## src/rtl/x_input_loader.sv

```systemverilog
// ---------------------------------------------------------------------------
// x_input_loader
//
// Upstream stage of the matrix-multiply ALU. It collects a serial byte stream
// (valid/ready handshake) into four row registers, presents them to the ALU,
// rotates every row right by one element on each X_shift pulse, and releases
// the buffer for the next matrix on calc_done.
//
// Optional feature macro: LOADER_OVERRUN_EN
//   When defined, the in_overrun port exists. It is a sticky flag that is set
//   when the producer drives in_valid while the loader is holding a matrix.
//
// Ports:
//   clk        in   system clock, rising edge
//   rst        in   asynchronous active-low reset
//   in_data    in   input element (BYTE_W bits)
//   in_valid   in   in_data valid
//   in_ready   out  loader accepts an element this cycle (state == LOAD)
//   X_shift    in   one-cycle pulse: rotate all rows right by one element
//   calc_done  in   one-cycle pulse: current matrix fully consumed
//   X_reg1..4  out  row registers 0..3 (BYTE_W*ROW_BYTES bits each)
//   in_overrun out  sticky overrun flag (LOADER_OVERRUN_EN only)
//   x_valid    out  all rows loaded and stable for ALU use
//   load_cnt   out  elements accepted in the current load, 0..31
// ---------------------------------------------------------------------------
module x_input_loader #(
  parameter int BYTE_W    = 8,
  parameter int ROW_BYTES = 8
) (
  input  logic                        clk,
  input  logic                        rst,
  input  logic [BYTE_W-1:0]           in_data,
  input  logic                        in_valid,
  output logic                        in_ready,
  input  logic                        X_shift,
  input  logic                        calc_done,
  output logic [BYTE_W*ROW_BYTES-1:0] X_reg1,
  output logic [BYTE_W*ROW_BYTES-1:0] X_reg2,
  output logic [BYTE_W*ROW_BYTES-1:0] X_reg3,
  output logic [BYTE_W*ROW_BYTES-1:0] X_reg4,
`ifdef LOADER_OVERRUN_EN
  output logic                        in_overrun,
`endif
  output logic                        x_valid,
  output logic [4:0]                  load_cnt
);

  localparam int ROW_W    = BYTE_W * ROW_BYTES;
  localparam int NUM_ROWS = 4;
  localparam int LAST_IDX = NUM_ROWS * ROW_BYTES - 1;

  typedef enum logic {
    LOAD = 1'b0,
    HOLD = 1'b1
  } state_t;

  state_t           state_q, state_d;
  logic [ROW_W-1:0] row_q [NUM_ROWS];
  logic [ROW_W-1:0] row_d [NUM_ROWS];
  logic [4:0]       cnt_q, cnt_d;
  logic             x_valid_q, x_valid_d;

  // -------------------------------------------------------------------------
  // Next-state / datapath
  // -------------------------------------------------------------------------
  always_comb begin
    state_d = state_q;
    cnt_d   = cnt_q;
    for (int r = 0; r < NUM_ROWS; r++) begin
      row_d[r] = row_q[r];
    end

    case (state_q)
      LOAD: begin
        // X_shift and calc_done have no effect while loading.
        if (in_valid) begin
          // Element k goes to row k/ROW_BYTES, slot k%ROW_BYTES; the full
          // decode keeps every other slot untouched.
          for (int r = 0; r < NUM_ROWS; r++) begin
            for (int b = 0; b < ROW_BYTES; b++) begin
              if (cnt_q == 5'(r * ROW_BYTES + b)) begin
                row_d[r][b*BYTE_W +: BYTE_W] = in_data;
              end
            end
          end
          if (cnt_q == 5'(LAST_IDX)) begin
            cnt_d   = '0;
            state_d = HOLD;
          end else begin
            cnt_d = cnt_q + 5'd1;
          end
        end
      end
      HOLD: begin
        // A rotate coinciding with calc_done is still applied.
        if (X_shift) begin
          for (int r = 0; r < NUM_ROWS; r++) begin
            row_d[r] = {row_q[r][BYTE_W-1:0], row_q[r][ROW_W-1:BYTE_W]};
          end
        end
        if (calc_done) begin
          state_d = LOAD;
        end
      end
      default: state_d = LOAD;
    endcase

    // Registered copy of "holding a complete matrix".
    x_valid_d = (state_d == HOLD);
  end

  // -------------------------------------------------------------------------
  // State registers
  // -------------------------------------------------------------------------
  always_ff @(posedge clk or negedge rst) begin
    if (!rst) begin
      state_q   <= LOAD;
      cnt_q     <= '0;
      x_valid_q <= 1'b0;
      for (int r = 0; r < NUM_ROWS; r++) begin
        row_q[r] <= '0;
      end
    end else begin
      state_q   <= state_d;
      cnt_q     <= cnt_d;
      x_valid_q <= x_valid_d;
      for (int r = 0; r < NUM_ROWS; r++) begin
        row_q[r] <= row_d[r];
      end
    end
  end

`ifdef LOADER_OVERRUN_EN
  logic overrun_q, overrun_d;

  // Producer ignored in_ready: remember it until reset. The element itself is
  // already dropped because HOLD never writes the rows from in_data.
  always_comb begin
    overrun_d = overrun_q | ((state_q == HOLD) & in_valid);
  end

  always_ff @(posedge clk or negedge rst) begin
    if (!rst) begin
      overrun_q <= 1'b0;
    end else begin
      overrun_q <= overrun_d;
    end
  end

  assign in_overrun = overrun_q;
`endif

  // -------------------------------------------------------------------------
  // Outputs
  // -------------------------------------------------------------------------
  assign in_ready = (state_q == LOAD);
  assign x_valid  = x_valid_q;
  assign load_cnt = cnt_q;
  assign X_reg1   = row_q[0];
  assign X_reg2   = row_q[1];
  assign X_reg3   = row_q[2];
  assign X_reg4   = row_q[3];

endmodule

```

## config.mk

```make
export PLATFORM = sky130hd
export DESIGN_NAME = x_input_loader
export DESIGN_NICKNAME = d
export VERILOG_FILES = /design/src/rtl/x_input_loader.sv
export SDC_FILE = /design/constraint.sdc
export NUM_CORES = 1
export LEC_CHECK = 0
export ABC_CLOCK_PERIOD_IN_PS = 2150
export CORE_UTILIZATION = 45
export DETAILED_ROUTE_END_ITERATION = 16
export GPL_ROUTABILITY_DRIVEN = 0
export PLACE_DENSITY = 0.72
export SETUP_SLACK_MARGIN = 0.1
export SYNTH_ARGS = -nofsm -noshare
export SYNTH_HDL_FRONTEND = slang
export SYNTH_SLANG_ARGS = --single-unit
```

## constraint.sdc

```tcl
create_clock -name clk -period 2.15 [get_ports clk]
set_clock_uncertainty 0.05 [all_clocks]
set_input_delay 0.215 -clock clk [delete_from_list [all_inputs] [get_ports clk]]
set_output_delay 0.215 -clock clk [all_outputs]
set_load 0.02 [all_outputs]
```

# Word-level counts from Yosys, hierarchy flattened
# Cells that the tools add are included.
[totals] regBits=262 input_bits=13 out_inout_bits=263 elab_cells=175
[classes] add_sub_neg=1 n_eq_ne=65 n_mux=40 n_bitwise=1 reduce_logical=34
[ops] cell="256-bit two-way mux" n=2
[ops] cell="256-bit one-hot mux with 2 select lines" n=1
[ops] cell="8-bit two-way mux" n=32
[ops] cell="3-bit AND reduction" n=32
[ops] cell="5-bit equality test (second input constant)" n=16
[ops] cell="2-bit by 1-bit != test with 1-bit output (second input constant)" n=32
[ops] cell="5-bit by 4-bit equality test with 1-bit output (second input constant)" n=8
[ops] cell="5-bit by 3-bit equality test with 1-bit output (second input constant)" n=4
[ops] cell="5-bit by 2-bit equality test with 1-bit output (second input constant)" n=2
[ops] cell="5-bit by 1-bit adder with 5-bit output (second input constant)" n=1
[ops] cell="5-bit by 1-bit equality test with 1-bit output (second input constant)" n=1
[ops] cell="5-bit zero test" n=1
[ops] cell="5-bit two-way mux" n=1
[ops] cell="2-bit != test (second input constant)" n=2
[ops] cell="1-bit two-way mux" n=3
[ops] cell="1-bit one-hot mux with 2 select lines" n=1
[ops] cell="2-bit AND reduction" n=1
[ops] cell="1-bit inverter" n=1

# Logic depth before layout (Yosys ltp)
# Gate-level depths: netlist (run 1).
[depth] depth_word=4 mapped_depth=8

# Least setup slack after synthesis (run 1)
# Ideal clock, no wire load.
[synth_timing] path_kind="flip-flop to flip-flop" from="reg cnt_q[1] (netlist: load_cnt[1])" to="reg row_q (netlist bit X_reg2[13])" arrival_time_ns=1.909 required_ns=1.974 setup_slack_ns=0.065 stages_incl_launch_ff=8 n_path_buf=1 period_less_slack_ns=2.085 cell_sequence="dfrtp_1 > inv_1 > ha_1 > or2b_4 > nor2_1 > buf_2 > a211oi_1 > a221o_1"
[synth_via] elab_chain_len=3
[synth_rtl] element="start: declaration" line="60" rtl="logic [4:0] cnt_q, cnt_d;"
[synth_rtl] element="start signal: assignment" line="125" rtl="cnt_q <= cnt_d;"
[synth_rtl] element="5-bit by 4-bit equality test with 1-bit output" line="81" rtl="if (cnt_q == 5'(r * ROW_BYTES + b)) begin"
[synth_rtl] element="2-bit by 1-bit != test with 1-bit output (no line)"
[synth_rtl] element="3-bit AND reduction (no line)"
[synth_rtl] element="end signal: indexed assignment" line="128" rtl="row_q[r] <= row_d[r];"
[synth_rtl] element="end: declaration" line="58" rtl="logic [ROW_W-1:0] row_q [NUM_ROWS];"
# No other way between the ends.
# A chain may end at the register's enable or synchronous reset.

# Worst setup path after layout (run 1)
[layout_timing] from="reg cnt_q[0] (netlist: load_cnt[0])" to="reg row_q (netlist bit X_reg2[44])"
# The elaborated chain is that of the path after synthesis.

==> summary.md, run 1 <==
| Metric | Value |
|---|---|
| Final ANT Viol Nets | 0 |
| Post-synth EDFFs | 0 |
| Share of cells above drive strength 1 | 0.108 |
| Vias per inst | 6.16 |
| Port Buffer Count | 275 |
| N_diodes | 0 |
| Worst r2r src | load_cnt[0] |
| DRT iter0 DRCs | 1554 |
| First-pass DRT Iterations | 6 |
| Register area | 6560 µm² |
| RSZ-0062 raised after global routing | no |
| Synth Cell Area | 13200 µm² |
| Drc violations | 0 |
| Starting Density | 0.459 |
| Peak supply drop | 914 µV |
| CP Launch Type | register |
| Largest net degree at the start of global routing | 129 |
| Synth unique cells | 42 |
| Core Footprint | 28800 µm² |
| Clk slew on worst S/H paths | 60 ps |
| Setup TNS Final | 0 ps |
| Ys async rst share | 1.00 |
| Total CTS buffers | 29 |
| Highest-count cells in the layout ignoring fill and taps | clkdlybuf4s50_1, dfrtp_1, inv_1 |
| Endpoints failing setup | 0 |
| Pwr Total | 29.8 mW |
| Most common cell after layout, fill and taps aside | clkdlybuf4s50_1 |
| Die X | 173 µm |
| Min-Delay Path Class | in2async |
| Max-cap violation count | 0 |
| Dominant synthesized flop cell | dfrtp_1 |
| WHS | 137 ps |
| Vias after detailed routing | 12200 |
| Final Hold Viols | 0 |
| GRT overflow | 0 |
| FILL cells | 2336 |
| Avg Cell Area, Syn | 9.98 µm² |
| PD cells | 1670 nW/µm² |
| Crit Path Class | reg2reg |
| Overall track demand over capacity in global routing | 0.311 |
| H-tree levels | 1 |
| Layout Utilization | 0.619 |
| DRT Wirelength | 47.6 mm |
| Crit path arrival time | 2390 ps |
| Worst EP required | 2530 ps |
| Max-slew headroom | 0.468 |
| First-pass GRT wire length | 71.9 mm |
| Inst Count DP | 1919 |
| Yosys Warn Count | 0 |
| Multi-input logic area | 5220 µm² |
| Layout overhead on the synthesized area | 34.9% |
| Skew-Pair Late Insertion Delay | 560 ps |
| Root Driver | clkbuf_16 |
| Final worst-path cycle share | 0.936 |
| Final instance count without filler cells | 1974 |
| Fmax achieved | 497 MHz |
| FP Rows | 62 |
| Number of global-route vias before repair | 11500 |
| CTS Buffer Depth | 3 |
| Slew @ Worst Pin | 796 ps |
| Pins over their slew limit | 0 |
| Dpl hpwl | 31.2 mm |
| Initial antenna violation count | 0 |
| Pleak | 8.31 nW |
| Run status | completed |
| Syn Inst Count | 1323 |
| Clk sinks | 262 |
| Die height | 173 µm |
| Seq cells post-synth | 262 |
| Io pins | 276 |
| Syn Nets | 1342 |
| Die area | 30000 µm² |
| Worst Path Max Fanout | 16 |
| CTS tree | yes |
| Nets | 1588 |
| Worst setup EP type | register |
| WL/cell | 24.1 µm |
| Register area share after synthesis | 0.497 |
| CP startpoint | load_cnt[0] |
| Post-route minimum period | 2010 ps |
final timing paths:
path                         endpoint  slack, ps  cells past startpoint
max                        X_reg2[44]        140                      7
min                        X_reg2[45]        140                      2
max reg2reg                X_reg2[44]        140                      7
min reg2reg                X_reg2[62]        460                      2
max in group asynchronous  X_reg1[29]       1160                      3
min in group clk              x_valid        200                      2
synth_stat cells (all sizes together) (2+ instances only):
library cell,number,share of area
a221o,152,0.12
ha,6,0.0057
nand2b,6,0.0030
nor2,17,0.010
inv,211,0.060
a211oi,152,0.086
and4b,2,0.0015
and3,3,0.0014
o22ai,3,0.0014
buf,55,0.023
a21oi,45,0.017
o21ai,55,0.021
nor2b,10,0.0047
nand4b,3,0.0020
and4bb,2,0.0019
a211o,54,0.036
dfrtp,262,0.50
a22oi,63,0.036
nand2,103,0.029
clkbuf,92,0.026
mux2i,9,0.0068
nor4,3,0.0048
nor3,5,0.0030
critical path, stage by stage (launching register included):
cell,delay (ps)
dfrtp_1,410
buf_4,160
ha_1,160
or2b_4,360
nor2_2,190
buf_12,160
a211oi_1,70
a221o_1,310
per-stage QoR:
step | instance area (µm²) | setup slack [ps]
final | 17800 | 137
after global routing | 17800 | 99.8
after floorplan | 13200 | 102
after global placement | 16800 | -42.1
after detailed placement | 16800 | -131
after CTS | 17800 | 102
sequential cells by signal, summed over array words and instances, names as in the netlist:
register / flops
X_reg1: 64
X_reg2: 64
X_reg3: 64
X_reg4: 64
load_cnt: 5
x_valid: 1
logic make-up after synthesis:
| family | after synthesis | synth area share |
|---|---|---|
| AOI/OAI and AO/OA | 525 | 0.313 |
| adders and majority gates | 6 | 0.00569 |
| buffers and inverters | 358 | 0.109 |
| DFF | 262 | 0.497 |
| muxes | 9 | 0.00683 |
| and+or+nand+nor | 163 | 0.0682 |
layout make-up:
type,instances,area share
Timing Repair Buffer,362,0.212
Clock buffer,43,0.0493
Inverter,211,0.0445
Tap cell,384,0.0270
Clock inverter,9,0.00555
Multi-Input combinational cell,703,0.293
Sequential cell,262,0.368
metal layers:
layer | vias to the layer above | track usage | routed length [µm] | part of all wire
met4 | 0 | 0.107 | 1720 | 0.036
met5 | - | 0 | 0 | 0
li1 | 5349 | - | - | -
met1 | 6027 | 0.440 | 19600 | 0.41
met2 | 692 | 0.481 | 21900 | 0.46
met3 | 98 | 0.0548 | 4420 | 0.093
what timing repair did:
action / 4_1_cts / 5_1_grt
setup endpoints to repair: 15 / 86
hold buffers: 1 / 0
setup buffers: 0 / 2
pin swaps: 0 / 1
hold endpoints to repair: 136 / 0
resized for setup: 11 / 5
where the power goes:
| group | switching (mW) | internal (mW) |
|---|---|---|
| registers | 3.06 | 7.35 |
| logic | 7.36 | 6.96 |
| clock network | 2.06 | 3.04 |
| total | 12.5 | 17.3 |
Power figures use the tool's default switching activity.
==> run 2: changes to the inputs <==
CTS_CLUSTER_SIZE = 30   (was not set)
==> results of run 2 <==
Same layout as run 1: the final DEF is identical, and so are final timing and power.
==> run 3: changes to the inputs <==
PLACE_DENSITY = 0.7   (was 0.72)
==> summary.md, run 3 (synthesized netlist as in run 1, its figures left out) <==
| Metric | Value |
|---|---|
| Run status | completed |
| Worst r2r src | load_cnt[1] |
| RSZ-0062 raised after global routing | yes |
| Register area | 6560 µm² (about the same) |
| Crit-path max cell delay | 440 ps (+30 ps) |
| CP Cell Sequence | inv_2, ha_4, or2b_4, nor4_4, buf_12, a211oi_1, a221o_1 |
| Final ANT Viol Nets | 0 (unchanged) |
| Worst Path Max Fanout | 8 (-8) |
| WL/cell | 24.3 µm (+0.79%) |
| GRT overflow | 0 (unchanged) |
| Worst reg2reg path endpoint | X_reg3[12] |
| Nets | 1591 (+0.19%) |
| Fmax achieved | 492 MHz (-0.87%) |
| Die height | 173 µm (unchanged) |
| Die X | 173 µm (unchanged) |
| PD cells | 1660 nW/µm² (-0.94%) |
| Crit path arrival time | 2410 ps (+20 ps) |
| Endpoints failing setup | 0 (unchanged) |
| Min-Delay Path Class | in2async |
| Worst setup EP type | register |
| Io pins | 276 (unchanged) |
| N_diodes | 0 (unchanged) |
| Vias after detailed routing | 12100 (-0.62%) |
| CP max-delay cell | dfrtp_2 |
| Initial antenna violation count | 0 (unchanged) |
| Starting Density | 0.459 (unchanged) |
| DRT iter0 DRCs | 1557 (+0.19%) |
| Pwr Total | 29.5 mW (-1.2%) |
| Total CTS buffers | 29 (unchanged) |
| H-tree levels | 1 (unchanged) |
| Cells on worst reg2reg path | 7 (unchanged) |
| Final worst-path cycle share | 0.944 (+0.00826) |
| Dpl hpwl | 30.9 mm (-0.76%) |
| Slew @ Worst Pin | 1060 ps (+266 ps) |
| Post-Place Cell Area | 16700 µm² (-0.69%) |
| Die area | 30000 µm² (unchanged) |
| CP delay by family, top | simple AND/OR/NAND/NOR gates |
| Largest net degree at the start of global routing | 128 (-0.78%) |
| CTS tree | yes |
| Max-cap violation count | 0 (unchanged) |
| Highest-count cells in the layout ignoring fill and taps | clkdlybuf4s50_1, dfrtp_1, inv_1 |
| Share of cells above drive strength 1 | 0.108 (+0.000629) |
| Number of global-route vias before repair | 11300 (-1.8%) |
| First-pass GRT wire length | 70.9 mm (-1.4%) |
| Clk slew on worst S/H paths | 60 ps (about the same) |
| FILL cells | 2320 (-0.68%) |
| Max-slew headroom | 0.291 (-0.178) |
| Port Buffer Count | 275 (unchanged) |
| Peak supply drop | 1180 µV (+29%) |
| Multi-input logic area | 5260 µm² (+0.67%) |
| Most common cell after layout, fill and taps aside | clkdlybuf4s50_1 |
| WP buf/inv | 2 (unchanged) |
| Pleak | 8.30 nW (-0.21%) |
| Crit Path Class | reg2reg |
| CTS Buffer Depth | 3 (unchanged) |
| Root Driver | clkbuf_16 |
| CP Launch Type | register |
| DRT Wirelength | 48.0 mm (+0.79%) |
| Clk sinks | 262 (unchanged) |
| CP startpoint | load_cnt[1] |
| Layout overhead on the synthesized area | 34.6% |
| Worst EP required | 2530 ps (about the same) |
| Reg-to-reg slack, setup | 120 ps (-20 ps) |
| First-pass DRT Iterations | 5 (-1) |
| Vias per inst | 6.13 (-0.62%) |
| Final instance area | 17800 µm² (-0.23%) |
| Skew-Pair Late Insertion Delay | 550 ps (about the same) |
| Final Hold Viols | 0 (unchanged) |
| Pins over their slew limit | 0 (unchanged) |
| Drc violations | 0 (unchanged) |
| Core Footprint | 28800 µm² (unchanged) |
| Post-route minimum period | 2030 ps (+17.8 ps) |
| Overall track demand over capacity in global routing | 0.307 (-0.00347) |
| FP Rows | 62 (unchanged) |
==> run 3: cell count changes in the layout (fill, tap and decap cells not counted), moves of 5 or more <==
| cell | previous run | this run |
|---|---|---|
| buf_12 | 29 | 21 |
| clkbuf_1 | 4 | 10 |
| clkbuf_8 | 10 | 4 |
| buf_4 | 54 | 59 |
==> run 3: area by class of cell <==
cell class / instances / share of cell area
flip-flops and latches: 262 / 0.369
multi-input cells: 703 / 0.296
repair buffers: 365 / 0.214
clock buffers: 43 / 0.0460
inverters: 211 / 0.0446
well taps: 384 / 0.0270
clock inverters: 6 / 0.00310
==> run 3: through the flow <==
| stage | cells | hold slack, ps | utilization | TNS [ps] | setup WS (ps) |
|---|---|---|---|---|---|
| 6_report | 1974 | 163 | 0.617 | 0 | 119 |
| 3_3_place_gp | 1912 | 134 | 0.579 | -6.02 | -2.82 |
| 3_5_place_dp | 1912 | 135 | 0.579 | -1400 | -123 |
| 5_1_grt | 1974 | 199 | 0.617 | 0 | 47.1 |
| 4_1_cts | 1963 | 172 | 0.611 | 0 | 110 |
| 2_1_floorplan | 1323 | -131 | - | 0 | 102 |
==> run 3: how the worst max path moves through the flow <==
stage	endpoint	slack, ps	cells after the start
floorplan	X_reg3[22]	100	7
global placement	X_reg3[49]	-3	5
detailed placement	X_reg3[54]	-120	5
CTS	load_cnt[3]	110	2
global route	X_reg3[12]	50	7
finish	X_reg3[12]	120	7
==> run 3: layer usage <==
layer	global-route usage	vias to the layer above	routed length [µm]
met1	0.441	5965	20100
met2	0.472	688	21900
met4	0.112	0	1850
met5	0	-	0
met3	0.0482	90	4120
li1	-	5348	-
==> run 3: timing repair <==
| item | 4_1_cts | 5_1_grt |
|---|---|---|
| buffers inserted | 0 | 8 |
| cloned | 1 | 3 |
| hold endpoints to repair | 179 | 0 |
| hold buffers | 1 | 0 |
| pin swaps | 0 | 1 |
| endpoints found under the setup margin | 21 | 92 |
| resized for setup | 9 | 18 |
==> run 3: worst register-to-register path, stage by stage (launching register included) <==
cell	delay, ps
dfrtp_2	440
inv_2	100
ha_4	130
or2b_4	300
nor4_4	390
buf_12	180
a211oi_1	50
a221o_1	290
==> run 3: power breakdown <==
group	internal [mW]	total (mW)	switching [mW]
Combinational	7.03	14.4	7.39
Clock	2.72	4.70	1.99
Sequential	7.35	10.4	3.01
Total	17.1	29.5	12.4
